**config.mk**
```make
export PLATFORM = sky130hd
export DESIGN_NAME = pu_riscv_ex_collect_flat
export DESIGN_NICKNAME = d
export VERILOG_FILES = /design/src/rtl/pu_riscv_verilog_pkg.sv /design/src/rtl/pu_riscv_ex_collect_if.sv /design/src/rtl/pu_riscv_ex_hold.sv /design/src/rtl/pu_riscv_ex_collect.sv /design/src/flat_wrapper.sv
export SDC_FILE = /design/constraint.sdc
export NUM_CORES = 1
export LEC_CHECK = 0
export CORE_UTILIZATION = 35
export DETAILED_ROUTE_END_ITERATION = 8
export PLACE_DENSITY_LB_ADDON = 0.3
export SETUP_SLACK_MARGIN = 0.3
export SLEW_MARGIN = 20
export SYNTH_ARGS = -nofsm -noshare
export SYNTH_HDL_FRONTEND = slang
export SYNTH_SLANG_ARGS = --single-unit
```
**constraint.sdc**
```tcl
create_clock -name clk -period 2 [get_ports clk]
set_clock_uncertainty 0.05 [all_clocks]
set_input_delay 0.4 -clock clk [delete_from_list [all_inputs] [get_ports clk]]
set_output_delay 0.4 -clock clk [all_outputs]
set_load 0.01 [all_outputs]
```
**src/rtl/pu_riscv_verilog_pkg.sv**
```systemverilog
// rtl/pu_riscv_verilog_pkg.sv - shared PU-RISCV types and constants
package pu_riscv_verilog_pkg;

  typedef enum logic {
    ST_RUN  = 1'b0,
    ST_HOLD = 1'b1
  } ex_state_t;

  // Canonical NOP (addi x0,x0,0), also used by ID bubble insertion
  localparam logic [31:0] NOP_INSTR = 32'h0000_0013;

endpackage

```
**src/rtl/pu_riscv_ex_collect_if.sv**
```systemverilog
// rtl/pu_riscv_ex_collect_if.sv - execution-unit results in, EX/WB register out
interface pu_riscv_ex_collect_if #(
  parameter int XLEN = 64,
  parameter int ILEN = 64
);
  logic            wb_stall;
  logic            id_bubble;
  logic [XLEN-1:0] id_pc;
  logic [ILEN-1:0] id_instr;
  logic            alu_bubble;
  logic [XLEN-1:0] alu_r;
  logic            mul_bubble;
  logic [XLEN-1:0] mul_r;
  logic            mul_stall;
  logic            div_bubble;
  logic [XLEN-1:0] div_r;
  logic            div_stall;
  logic            ex_stall;
  logic            ex_bubble;
  logic [XLEN-1:0] ex_r;
  logic [XLEN-1:0] ex_pc;
  logic [ILEN-1:0] ex_instr;
  logic            ex_err;

  modport master (
    output wb_stall, id_bubble, id_pc, id_instr,
    output alu_bubble, alu_r, mul_bubble, mul_r, mul_stall,
    output div_bubble, div_r, div_stall,
    input  ex_stall, ex_bubble, ex_r, ex_pc, ex_instr, ex_err
  );

  modport slave (
    input  wb_stall, id_bubble, id_pc, id_instr,
    input  alu_bubble, alu_r, mul_bubble, mul_r, mul_stall,
    input  div_bubble, div_r, div_stall,
    output ex_stall, ex_bubble, ex_r, ex_pc, ex_instr, ex_err
  );
endinterface

```
**src/rtl/pu_riscv_ex_hold.sv**
```systemverilog
// rtl/pu_riscv_ex_hold.sv - single-entry skid buffer for results arriving under writeback stall
module pu_riscv_ex_hold #(
  parameter int W = 192
) (
  input  logic         clk,
  input  logic         rstn,
  input  logic         i_load,
  input  logic         i_drain,
  input  logic [W-1:0] i_data,
  output logic         o_vld,
  output logic [W-1:0] o_q
);
  logic         r_vld;
  logic [W-1:0] r_q;

  always_ff @(posedge clk or negedge rstn) begin
    if (!rstn) begin
      r_vld <= 1'b0;
      r_q   <= '0;
    end else if (i_load) begin
      r_vld <= 1'b1;
      r_q   <= i_data;
    end else if (i_drain) begin
      r_vld <= 1'b0;
    end
  end

  assign o_vld = r_vld;
  assign o_q   = r_q;
endmodule

```
**src/rtl/pu_riscv_ex_collect.sv**
```systemverilog
// rtl/pu_riscv_ex_collect.sv - merges ALU/MUL/DIV result strobes into the EX/WB register
module pu_riscv_ex_collect #(
  parameter int          XLEN      = 64,
  parameter int          ILEN      = 64,
  parameter logic [31:0] NOP_INSTR = pu_riscv_verilog_pkg::NOP_INSTR
) (
  input  logic                  clk,
  input  logic                  rstn,
  pu_riscv_ex_collect_if.slave  bus
);
  import pu_riscv_verilog_pkg::*;

  localparam int              HW      = 2*XLEN + ILEN;
  localparam logic [ILEN-1:0] NOP_EXT = ILEN'(NOP_INSTR);

  ex_state_t       r_state;
  logic [XLEN-1:0] r_pend_pc;
  logic [ILEN-1:0] r_pend_instr;
  logic            r_ex_bubble;
  logic            r_ex_err;
  logic [XLEN-1:0] r_ex_r;
  logic [XLEN-1:0] r_ex_pc;
  logic [ILEN-1:0] r_ex_instr;

  logic            w_ex_stall;
  logic            w_any;
  logic            w_multi;
  logic [XLEN-1:0] w_sel_r;
  logic            w_hold_vld;
  logic            w_hold_load;
  logic            w_hold_drain;
  logic [HW-1:0]   w_hold_q;
  logic [XLEN-1:0] w_hq_r;
  logic [XLEN-1:0] w_hq_pc;
  logic [ILEN-1:0] w_hq_instr;

  // div > mul > alu; losers of a collision are dropped and flagged
  always_comb begin
    w_sel_r = bus.alu_r;
    if (!bus.div_bubble)      w_sel_r = bus.div_r;
    else if (!bus.mul_bubble) w_sel_r = bus.mul_r;
  end

  assign w_any   = ~(bus.div_bubble & bus.mul_bubble & bus.alu_bubble);
  assign w_multi = (~bus.div_bubble & ~bus.mul_bubble) |
                   (~bus.div_bubble & ~bus.alu_bubble) |
                   (~bus.mul_bubble & ~bus.alu_bubble);

  assign w_ex_stall   = bus.wb_stall | bus.mul_stall | bus.div_stall | w_hold_vld;
  assign w_hold_load  = (r_state == ST_RUN)  &  bus.wb_stall & w_any;
  assign w_hold_drain = (r_state == ST_HOLD) & ~bus.wb_stall;
  assign {w_hq_r, w_hq_pc, w_hq_instr} = w_hold_q;

  pu_riscv_ex_hold #(.W(HW)) u_hold (
    .clk     (clk),
    .rstn    (rstn),
    .i_load  (w_hold_load),
    .i_drain (w_hold_drain),
    .i_data  ({w_sel_r, r_pend_pc, r_pend_instr}),
    .o_vld   (w_hold_vld),
    .o_q     (w_hold_q)
  );

  always_ff @(posedge clk or negedge rstn) begin
    if (!rstn) begin
      r_state      <= ST_RUN;
      r_pend_pc    <= '0;
      r_pend_instr <= NOP_EXT;
      r_ex_bubble  <= 1'b1;
      r_ex_err     <= 1'b0;
      r_ex_r       <= '0;
      r_ex_pc      <= '0;
      r_ex_instr   <= NOP_EXT;
    end else begin
      // pend_* pairs a late (multi-cycle) result with the instruction that produced it
      if (!w_ex_stall && !bus.id_bubble) begin
        r_pend_pc    <= bus.id_pc;
        r_pend_instr <= bus.id_instr;
      end
      case (r_state)
        ST_RUN: begin
          r_ex_err <= w_multi;
          if (!bus.wb_stall) begin
            r_ex_pc <= r_pend_pc;
            if (w_any) begin
              r_ex_r      <= w_sel_r;
              r_ex_bubble <= 1'b0;
              r_ex_instr  <= r_pend_instr;
            end else begin
              r_ex_bubble <= 1'b1;
              r_ex_instr  <= NOP_EXT;
            end
          end else if (w_any) begin
            r_state <= ST_HOLD;
          end
        end
        ST_HOLD: begin
          // ex_stall was high, so any strobe here is a protocol violation
          r_ex_err <= w_any;
          if (!bus.wb_stall) begin
            r_ex_r      <= w_hq_r;
            r_ex_pc     <= w_hq_pc;
            r_ex_instr  <= w_hq_instr;
            r_ex_bubble <= 1'b0;
            r_state     <= ST_RUN;
          end
        end
        default: r_state <= ST_RUN;
      endcase
    end
  end

  assign bus.ex_stall  = w_ex_stall;
  assign bus.ex_bubble = r_ex_bubble;
  assign bus.ex_r      = r_ex_r;
  assign bus.ex_pc     = r_ex_pc;
  assign bus.ex_instr  = r_ex_instr;
  assign bus.ex_err    = r_ex_err;
endmodule

```
**src/flat_wrapper.sv**
```systemverilog
// flat-port wrapper written by rule: the top's interface ports become plain ports
module pu_riscv_ex_collect_flat import pu_riscv_verilog_pkg::*;
#(
  parameter int          XLEN      = 64,
  parameter int          ILEN      = 64,
  parameter logic [31:0] NOP_INSTR = pu_riscv_verilog_pkg::NOP_INSTR
)
  (clk, rstn, bus_wb_stall, bus_id_bubble, bus_id_pc, bus_id_instr, bus_alu_bubble, bus_alu_r, bus_mul_bubble, bus_mul_r, bus_mul_stall, bus_div_bubble, bus_div_r, bus_div_stall, bus_ex_stall, bus_ex_bubble, bus_ex_r, bus_ex_pc, bus_ex_instr, bus_ex_err);
  pu_riscv_ex_collect_if #(.XLEN(XLEN), .ILEN(ILEN)) bus_i ();
  input  logic clk;
  input  logic rstn;
  input wire logic [$bits(bus_i.wb_stall)-1:0] bus_wb_stall;
  input wire logic [$bits(bus_i.id_bubble)-1:0] bus_id_bubble;
  input wire logic [$bits(bus_i.id_pc)-1:0] bus_id_pc;
  input wire logic [$bits(bus_i.id_instr)-1:0] bus_id_instr;
  input wire logic [$bits(bus_i.alu_bubble)-1:0] bus_alu_bubble;
  input wire logic [$bits(bus_i.alu_r)-1:0] bus_alu_r;
  input wire logic [$bits(bus_i.mul_bubble)-1:0] bus_mul_bubble;
  input wire logic [$bits(bus_i.mul_r)-1:0] bus_mul_r;
  input wire logic [$bits(bus_i.mul_stall)-1:0] bus_mul_stall;
  input wire logic [$bits(bus_i.div_bubble)-1:0] bus_div_bubble;
  input wire logic [$bits(bus_i.div_r)-1:0] bus_div_r;
  input wire logic [$bits(bus_i.div_stall)-1:0] bus_div_stall;
  output wire logic [$bits(bus_i.ex_stall)-1:0] bus_ex_stall;
  output wire logic [$bits(bus_i.ex_bubble)-1:0] bus_ex_bubble;
  output wire logic [$bits(bus_i.ex_r)-1:0] bus_ex_r;
  output wire logic [$bits(bus_i.ex_pc)-1:0] bus_ex_pc;
  output wire logic [$bits(bus_i.ex_instr)-1:0] bus_ex_instr;
  output wire logic [$bits(bus_i.ex_err)-1:0] bus_ex_err;
  assign bus_i.wb_stall = bus_wb_stall;
  assign bus_i.id_bubble = bus_id_bubble;
  assign bus_i.id_pc = bus_id_pc;
  assign bus_i.id_instr = bus_id_instr;
  assign bus_i.alu_bubble = bus_alu_bubble;
  assign bus_i.alu_r = bus_alu_r;
  assign bus_i.mul_bubble = bus_mul_bubble;
  assign bus_i.mul_r = bus_mul_r;
  assign bus_i.mul_stall = bus_mul_stall;
  assign bus_i.div_bubble = bus_div_bubble;
  assign bus_i.div_r = bus_div_r;
  assign bus_i.div_stall = bus_div_stall;
  assign bus_ex_stall = bus_i.ex_stall;
  assign bus_ex_bubble = bus_i.ex_bubble;
  assign bus_ex_r = bus_i.ex_r;
  assign bus_ex_pc = bus_i.ex_pc;
  assign bus_ex_instr = bus_i.ex_instr;
  assign bus_ex_err = bus_i.ex_err;
  pu_riscv_ex_collect #(.XLEN(XLEN), .ILEN(ILEN), .NOP_INSTR(NOP_INSTR)) u_core (.clk(clk), .rstn(rstn), .bus(bus_i));
endmodule
```
==> flow_summary.yaml, run 1 <==
placed_design:
  dpl_worst_slack_ns: -0.438
  gp_congestion: 0.916
  port-buffer-count: 523
  post-dp-hpwl_um: 45200
pwr:
  ir_worst_vdd_uv: 878
  powerDensity_mw_per_mm2: 1080
  p_leak_uw: 0.0149
worst_setup_path:
  startpoint_type: "register"
  crit_arrival_ns: 1.64
  max_stage_delay_ns: 0.45
  rr_worst_depth: 7
  crit_slowest_cell: "or4_4"
  worstPathRequired_ns: 1.55
  worstPathCellList: "or4_4, buf_2"
  critPathKind: "reg -> out"
  endpoint_kind: "output port"
  cp_max_fo: 2
yosys:
  ys_top_cells_by_area: "dfrtp_1 57%, mux2_2 19%, mux2i_1 5.8%"
  avgSynthCellArea_um2: 13.2
  synth_seq_area_share_pct: 57.6
  syn_inst: 1692
  ys.flop_type: "dfrtp_1"
  synth_area_mm2: 0.0224
  yosysWarnings: 0
  synth-async-reset-ratio_pct: 100
  synth-seq-cells: 516
  synthesis.nets: 2021
  ys_types: 27
  synth_edf_count: 0
  synth_top_area_share_pct: 56.8
  synth.largest_area_cell: "dfrtp_1"
drt:
  wl_um: 71600
  dr.pass1.iters: 5
  vias: 16500
  detail-route-antenna-nets: 0
  routedWlPerCell_um: 22.3
  drc: 0
  drtIter0Drc: 1053
  avgViaCountPerCell: 5.15
timing:
  hold_viol_final: 0
  finalSetupViolations: 124
  rsz0062_at_grt: "true"
  fmax_mhz: 480
  finalSetupTns_ns: -5.57
  final.setup.worst_slack_ns: -0.0854
  worstMarginPinSlew_ns: 0.789
  fin_crit_sh_pct: 104
  slew_headroom_pct: 47.4
  slew_viol_final: 0
  fin_crit_ns: 2.09
hold_path:
  hold_class: "in -> reg"
  hold-path-cell-count: 2
outcome:
  status: "finished, violations left"
  violations: "negative setup slack"
die:
  coreArea_mm2: 0.0632
  io_pins: 524
  initial_core_util_pct: 35.5
  die_h_um: 255
  num_rows: 92
  die-width_um: 255
  die_area_mm2: 0.0651
global_routing:
  gr-usage-met1_pct: 26.1
  grt_pass1_wl_um: 100000
  overflow: 0
  grt_max_degree: 119
  grt_util_all_layers_pct: 19.9
  met3_usage_pct: 3.53
  top_usage_layer: "met2"
  grt_pass1_vias: 16800
  antenna_found_initial: 4
  grt_use_met2_pct: 33.0
finish:
  syn_to_final_growth_pct: 43.5
  drive_gt1_share_pct: 36.4
  final_cell_mix: "508 x dfrtp_1, 324 x clkdlybuf4s50_1, 281 x mux2_2, 181 x buf_2, 131 x mux2i_1"
  final_nets: 2636
  final_common_cell: "dfrtp_1"
  num-fill-cells: 5409
clock_tree:
  cts_made_buffers: 56
  clk_latency_ns: 0.61
  clock_path_buffers: 3
  path_clk_slew_ns: 0.06
  htree_levels: 2
  root_buffer: "clkbuf_16"
  cts_tree: "done"
  cts.sinks: 516
job:
  cap_violations: 0
## area by class of cell
type	instances	area [um^2]	area share, %
Timing Repair Buffer	691	6980	21.7
Tap cell	846	1060	3.29
Antenna cell	3	7.51	0.0233
Sequential cell	516	12900	40.2
Multi-Input combinational cell	1038	9310	28.9
Clock buffer	88	1640	5.10
Inverter	4	22.5	0.0700
Clock inverter	18	223	0.692
## synthesized netlist by cell type (all sizes together), types with 3 or more instances
library cell and count:
mux2i 131, nand2 130, dfrtp 509, clkbuf 75, dfstp 7, a31oi 3, buf 59, o221ai 64
a221o 61, a2bb2oi 3, inv 3, o21ai 129, nand2b 65, mux2 384, and3 61
## what timing repair did
item                                   CTS  global route
setup endpoints to repair              635           424
gates cloned                             1            37
hold buffers                             1             0
pin swaps                                3             2
setup buffers                           34            14
endpoints found under the hold margin   42             0
gates resized for setup                832           108
## metrics by stage
stage	cell area [um^2]	utilization (%)	instances	power [uW]	hold WS, ns
3_5_place_dp	29200	46.2	3008	24400	0.300
5_1_grt	32200	50.9	3204	36400	0.0997
4_1_cts	30700	48.6	3150	34300	0.0704
3_3_place_gp	29200	46.2	3008	24000	0.303
6_report	32200	50.9	3204	34600	0.114
2_1_floorplan	22500	-	1692	19600	0.0544
## state kept, by name, summed over array words and instances (netlist names)
signal and count:
u_core.bus.ex_bubble 1, u_core.bus.ex_err 1, u_core.bus.ex_instr 64, u_core.bus.ex_pc 64, u_core.bus.ex_r 64, u_core.r_pend_instr 64, u_core.r_pend_pc 64, u_core.r_state 1
u_core.u_hold.o_q 192, u_core.u_hold.o_vld 1
## per-layer routing
| layer | up-vias | share of wire, % |
|---|---|---|
| li1 | 7438 | - |
| met1 | 8450 | 43 |
| met2 | 491 | 49 |
| met3 | 109 | 5.1 |
| met4 | 0 | 3.1 |
| met5 | - | 0 |
## power by group
part           internal (uW)  leakage (uW)  switching [uW]
combinational           5080       0.00757            3550
sequential             13600       0.00637            1970
clock                   6050      0.000914            4350
## final timing paths
path,from,end,slack [ns]
worst max-delay path,u_core.u_hold.o_vld,bus_ex_stall,-0.09
worst min-delay path,bus_div_bubble,u_core.bus.ex_err,0.11
worst max register to register,u_core.u_hold.o_vld,u_core.r_pend_pc[23],-0.09
worst min register to register,u_core.bus.ex_pc[2],u_core.bus.ex_pc[2],0.43
max in group asynchronous,rstn,u_core.u_hold.o_q[20],0.89
min in group asynchronous,rstn,u_core.bus.ex_r[55],0.25
## kinds of logic (layout without fill, tap and decap cells)
group                    Yosys count  after routing  share of synthesized area [%]
flip-flops                       516            516                           57.6
multiplexers                     515            515                           25.1
AO/OA/AOI/OAI                    262            262                           8.36
AND/OR/NAND/NOR                  260            260                           5.83
buffers and inverters            138            801                           2.98
adder cells (fa/ha/maj)            1              1                         0.0447
other                              0              3                              0
## worst max-delay path: cells and delay by family (launching register included)
| family | cells | cell delay [ns] |
|---|---|---|
| and+or+nand+nor | 1 | 0.45 |
| DFF | 1 | 0.43 |
| buffers and inverters | 1 | 0.16 |
(Power assumes the default switching activity.)
==> run 2: changes to the inputs <==
Settings changed: CAP_MARGIN from default to 25, CORE_MARGIN from default to 2, REMOVE_ABC_BUFFERS from default to 1.
==> flow_summary.yaml, run 2 (same netlist as run 1, synthesis figures left out) <==
worst_setup_path:
  crit_family: "simple AND/OR/NAND/NOR gates"
  critPathKind: "reg -> out"
  critPathBufInv: 1
  startpoint_type: "register"
  cp_max_fo: 2
  endpoint_kind: "output port"
  worstPathRequired_ns: 1.55
  rr_worst_depth: 5
  worst-path-stages: 2
  crit_slowest_cell: "or4_4"
  max_stage_delay_ns: 0.46
  worstPathCellList: "or4_4, buf_6"
  crit_arrival_ns: 1.61
timing:
  rsz0062_at_grt: "true"
  fin_crit_ns: 2.06
  final.setup.worst_slack_ns: -0.0577
  fin_crit_sh_pct: 103
  hold_ws_ns: 0.233
  hold_viol_final: 0
  slew_headroom_pct: 62.7
  finalSetupViolations: 1
  worstMarginPinSlew_ns: 0.559
  fmax_mhz: 486
  slew_viol_final: 0
finish:
  syn_to_final_growth_pct: 38.4
  final_nets: 2597
  largest_reg_flops: 192
  fin_cells: 3165
  final_common_cell: "dfrtp_1"
  final_cell_mix: "508 x dfrtp_1, 341 x mux2_2, 324 x clkdlybuf4s50_1, 167 x buf_2, 131 x mux2i_1"
  drive_gt1_share_pct: 35.1
global_routing:
  antenna_found_initial: 17
  grt_max_degree: 85
  grt_util_all_layers_pct: 19.9
  grt_pass1_vias: 16800
  grt_pass1_wl_um: 103000
  overflow: 0
hold_path:
  hold_class: "in -> reg"
  hold-path-cell-count: 3
job:
  cap_violations: 0
placed_design:
  gp_congestion: 0.847
  dpl_worst_slack_ns: -0.468
  placed_cells: 3015
  post-dp-hpwl_um: 46000
  port-buffer-count: 523
die:
  die_area_mm2: 0.0661
  num_rows: 92
  io_pins: 524
  coreArea_mm2: 0.0632
  initial_core_util_pct: 35.5
  die_h_um: 257
  die-width_um: 257
drt:
  routedWlPerCell_um: 21.5
  dr.pass1.iters: 5
  drc: 0
  avgViaCountPerCell: 5.16
  drtIter0Drc: 1030
  wl_um: 67900
  detail-route-antenna-nets: 0
  vias: 16300
pwr:
  p_leak_uw: 0.0142
  powerDensity_mw_per_mm2: 1100
  ir_worst_vdd_uv: 672
outcome:
  violations: "negative setup slack"
  status: "finished, violations left"
clock_tree:
  cts_made_buffers: 54
  clock_path_buffers: 3
  clk_latency_ns: 0.60
  cts_tree: "done"
  cts.sinks: 516
  htree_levels: 2
  root_buffer: "clkbuf_16"
  path_clk_slew_ns: 0.07
## run 2: changes by cell type in the layout (fill, tap and decap cells not counted), moves of 8 or more
cell,previous run,this run
buf_6,21,11
buf_16,13,5
buf_2,181,167
clkbuf_8,12,21
buf_8,13,2
mux2_4,102,38
clkbuf_16,86,60
buf_4,63,73
clkbuf_2,0,12
clkbuf_1,20,11
mux2_2,281,341
## run 2: worst paths after layout
kind,from,to,slack [ns]
setup reg to reg,u_core.u_hold.o_vld,u_core.r_pend_instr[45],0.01
setup / recovery,u_core.u_hold.o_vld,bus_ex_stall,-0.06
hold / removal,bus_mul_bubble,u_core.r_state,0.23
hold reg to reg,u_core.bus.ex_bubble,u_core.bus.ex_bubble,0.42
max in group asynchronous,rstn,u_core.r_pend_instr[4],0.85
min in group asynchronous,rstn,u_core.u_hold.o_q[121],0.27
## run 2: stage by stage
step	area, um^2	utilization [%]	total power, uW	TNS (ns)
final	31000	49.1	34000	-0.0577
after global routing	31000	49.1	35800	-1.10
after CTS	30900	48.9	34300	-1.65
after detailed placement	29300	46.3	24300	-79.97
after global placement	29300	46.3	23900	-78.05
after floorplan	21800	-	19500	-2853.24
## run 2: where the power goes
part           total (uW)  switching (uW)  internal, uW
Combinational        7900            3290          4610
Sequential          15600            2000         13600
Clock               10500            4240          6230
Total               34000            9530         24500
## run 2: final cells by class
class                           instances  area [um^2]
Clock buffer                           87         1710
Antenna cell                            5         12.5
Fill cell                            5481        32200
Multi-Input combinational cell       1038         9030
Tap cell                              846         1060
Sequential cell                       516        12900
Clock inverter                         15          173
Inverter                                4         15.0
Timing Repair Buffer                  654         6110
## run 2: timing repair
action / in CTS / in global routing
pin swaps: 1 / 2
gates cloned: 3 / 5
gates resized for setup: 778 / 40
hold buffers: 1 / 0
buffers inserted: 19 / 15
endpoints found under the hold margin: 69 / 0
endpoints found under the setup margin: 631 / 319
## run 2: per-layer routing
layer  GRT usage, %  part of all wire [%]  vias to the layer above
li1               -                     -                     7339
met1           25.6                    42                     8347
met2           32.9                    49                      502
met3           4.95                   6.6                      112
met4           6.22                   2.5                       18
met5              0                  0.18                        -
## run 2: tightest hold or removal path, delay by kind of cell
| kind | cells | cell delay (ns) |
|---|---|---|
| buf+inv | 2 | 0.34 |
| compound gates | 1 | 0.09 |
==> run 3: changes to the inputs <==
Settings changed: CORE_UTILIZATION 35 to 50.
==> flow_summary.yaml, run 3 (same netlist as run 1, synthesis figures left out) <==
outcome:
  status: "finished, violations left"
  violations: "negative setup slack"
worst_setup_path:
  startpoint_type: "register"
  r2r_setup_slack_ns: -0.15
  critPathBufInv: 4
  rr_startpoint: "u_core.u_hold.o_vld"
  cpMostUsedCell: "buf_12"
  crit_arrival_ns: 2.57
  rr_worst_depth: 7
  max_stage_delay_ns: 0.49
  cp_max_fo: 8
  crit_family: "simple AND/OR/NAND/NOR gates"
  worst-path-stages: 7
  crit_slowest_cell: "or4_4"
  critPathKind: "reg -> reg"
  r2r_end: "u_core.r_pend_pc[43]"
  endpoint_kind: "register"
  worstPathCellList: "or4_4, buf_6, nor2_4, buf_12, buf_12, buf_12, mux2_2"
  worstPathRequired_ns: 2.42
drt:
  detail-route-antenna-nets: 0
  vias: 17200
  dr.pass1.iters: 5
  wl_um: 72500
  avgViaCountPerCell: 5.81
  drtIter0Drc: 1701
  drc: 0
  routedWlPerCell_um: 24.6
hold_path:
  hold_class: "in -> async"
timing:
  rsz0062_at_grt: "true"
  fin_crit_sh_pct: 107
  slew_viol_final: 0
  final.setup.worst_slack_ns: -0.148
  fmax_mhz: 466
  fin_crit_ns: 2.15
  finalSetupViolations: 128
  slew_headroom_pct: 51.1
  worstMarginPinSlew_ns: 0.734
  hold_viol_final: 0
finish:
  largest_reg_flops: 192
  num-fill-cells: 2807
  regArea_mm2: 0.0129
  final_common_cell: "dfrtp_1"
  final_cell_mix: "507 x dfrtp_1, 324 x clkdlybuf4s50_1, 225 x mux2_2, 152 x mux2_4, 130 x mux2i_1"
  multiInputGateArea_mm2: 0.0100
  final_nets: 2632
  drive_gt1_share_pct: 37.3
  syn_to_final_growth_pct: 44.7
  fin_cells: 2951
pwr:
  swShare_pct: 28.4
  switchingPower_uw: 9950
  combPwrFrac_pct: 25.6
  powerDensity_mw_per_mm2: 1080
  seqPwrFrac_pct: 45.3
  p_leak_uw: 0.0149
  p_int_uw: 25000
  clkPwrFrac_pct: 29.1
  ir_worst_vdd_uv: 877
die:
  io_pins: 524
  die-width_um: 216
  coreArea_mm2: 0.0442
  num_rows: 77
  initial_core_util_pct: 50.7
  die_area_mm2: 0.0465
  die_h_um: 216
global_routing:
  grt_util_all_layers_pct: 28.7
  grt_pass1_vias: 17500
  overflow: 0
  antenna_found_initial: 17
  grt_pass1_wl_um: 103000
  grt_max_degree: 162
clock_tree:
  cts_made_buffers: 52
  cts.sinks: 516
  root_buffer: "clkbuf_16"
  cts_tree: "done"
  htree_levels: 2
  clk_latency_ns: 0.60
  clock_path_buffers: 3
  path_clk_slew_ns: 0.06
placed_design:
  port-buffer-count: 523
  dpl_worst_slack_ns: -0.469
  placed_cells: 2782
  gp_congestion: 0.896
  post-dp-hpwl_um: 46900
job:
  cap_violations: 0
[run 3: what timing repair did]
item                       4_1_cts  5_1_grt
cloned                           2       17
pin swaps                        1       48
resized for setup              649      284
hold buffers                     1        0
buffers inserted                27       12
setup endpoints to repair      548      322
hold endpoints to repair        81        0
[run 3: worst register-to-register path: stages, from the launching register on]
cell and delay [ns]:
dfrtp_1 0.41, or4_4 0.49, buf_6 0.15, nor2_4 0.12
buf_12 0.15, buf_12 0.16, buf_12 0.16, mux2_2 0.34
[run 3: area by class of cell]
| cell class | count | share of cell area (%) |
|---|---|---|
| Antenna cell | 14 | 0.108 |
| Clock buffer | 84 | 4.91 |
| Clock inverter | 12 | 0.617 |
| Inverter | 4 | 0.0463 |
| Multi-Input combinational cell | 1038 | 30.9 |
| Sequential cell | 516 | 39.8 |
| Tap cell | 592 | 2.28 |
| Timing Repair Buffer | 691 | 21.3 |
[run 3: worst max-delay path by stage]
stage / to / from / slack (ns)
after floorplan: u_core.u_hold.o_q[0] / u_core.r_state / -7.81
after global placement: u_core.r_pend_instr[27] / bus_mul_stall / -0.46
after detailed placement: u_core.r_pend_instr[55] / bus_mul_stall / -0.47
after CTS: bus_ex_stall / u_core.u_hold.o_vld / -0.21
after global routing: u_core.r_pend_pc[43] / u_core.u_hold.o_vld / -0.17
final: u_core.r_pend_pc[43] / u_core.u_hold.o_vld / -0.15
[run 3: power groups by stage]
stage	Sequential [uW]	Combinational (uW)	Clock [uW]
final	15800	8950	10200
after global routing	16200	9580	10800
after CTS	15700	8100	10300
after detailed placement	15800	8580	0
after global placement	15600	8300	0
after floorplan	15700	3830	0
[run 3: per-layer routing]
metal | GRT usage, % | vias up | part of all wire, %
met5 | 0 | - | 0.072
li1 | - | 7413 | -
met3 | 7.10 | 146 | 7.7
met4 | 12.7 | 8 | 3.6
met1 | 37.0 | 8848 | 40
met2 | 46.0 | 744 | 49
[run 3: stage by stage]
stage               power (uW)  hold WS [ns]  area, um^2  util [%]  setup TNS (ns)
global route             36500         0.231       32400      73.4          -17.27
CTS                      34100         0.222       30800      69.7          -18.89
finish                   35000         0.239       32400      73.4          -13.84
detailed placement       24400         0.277       29200      66.0         -109.68
global placement         23900         0.272       29200      66.0         -104.26
floorplan                19500        0.0544       21800         -        -2853.24
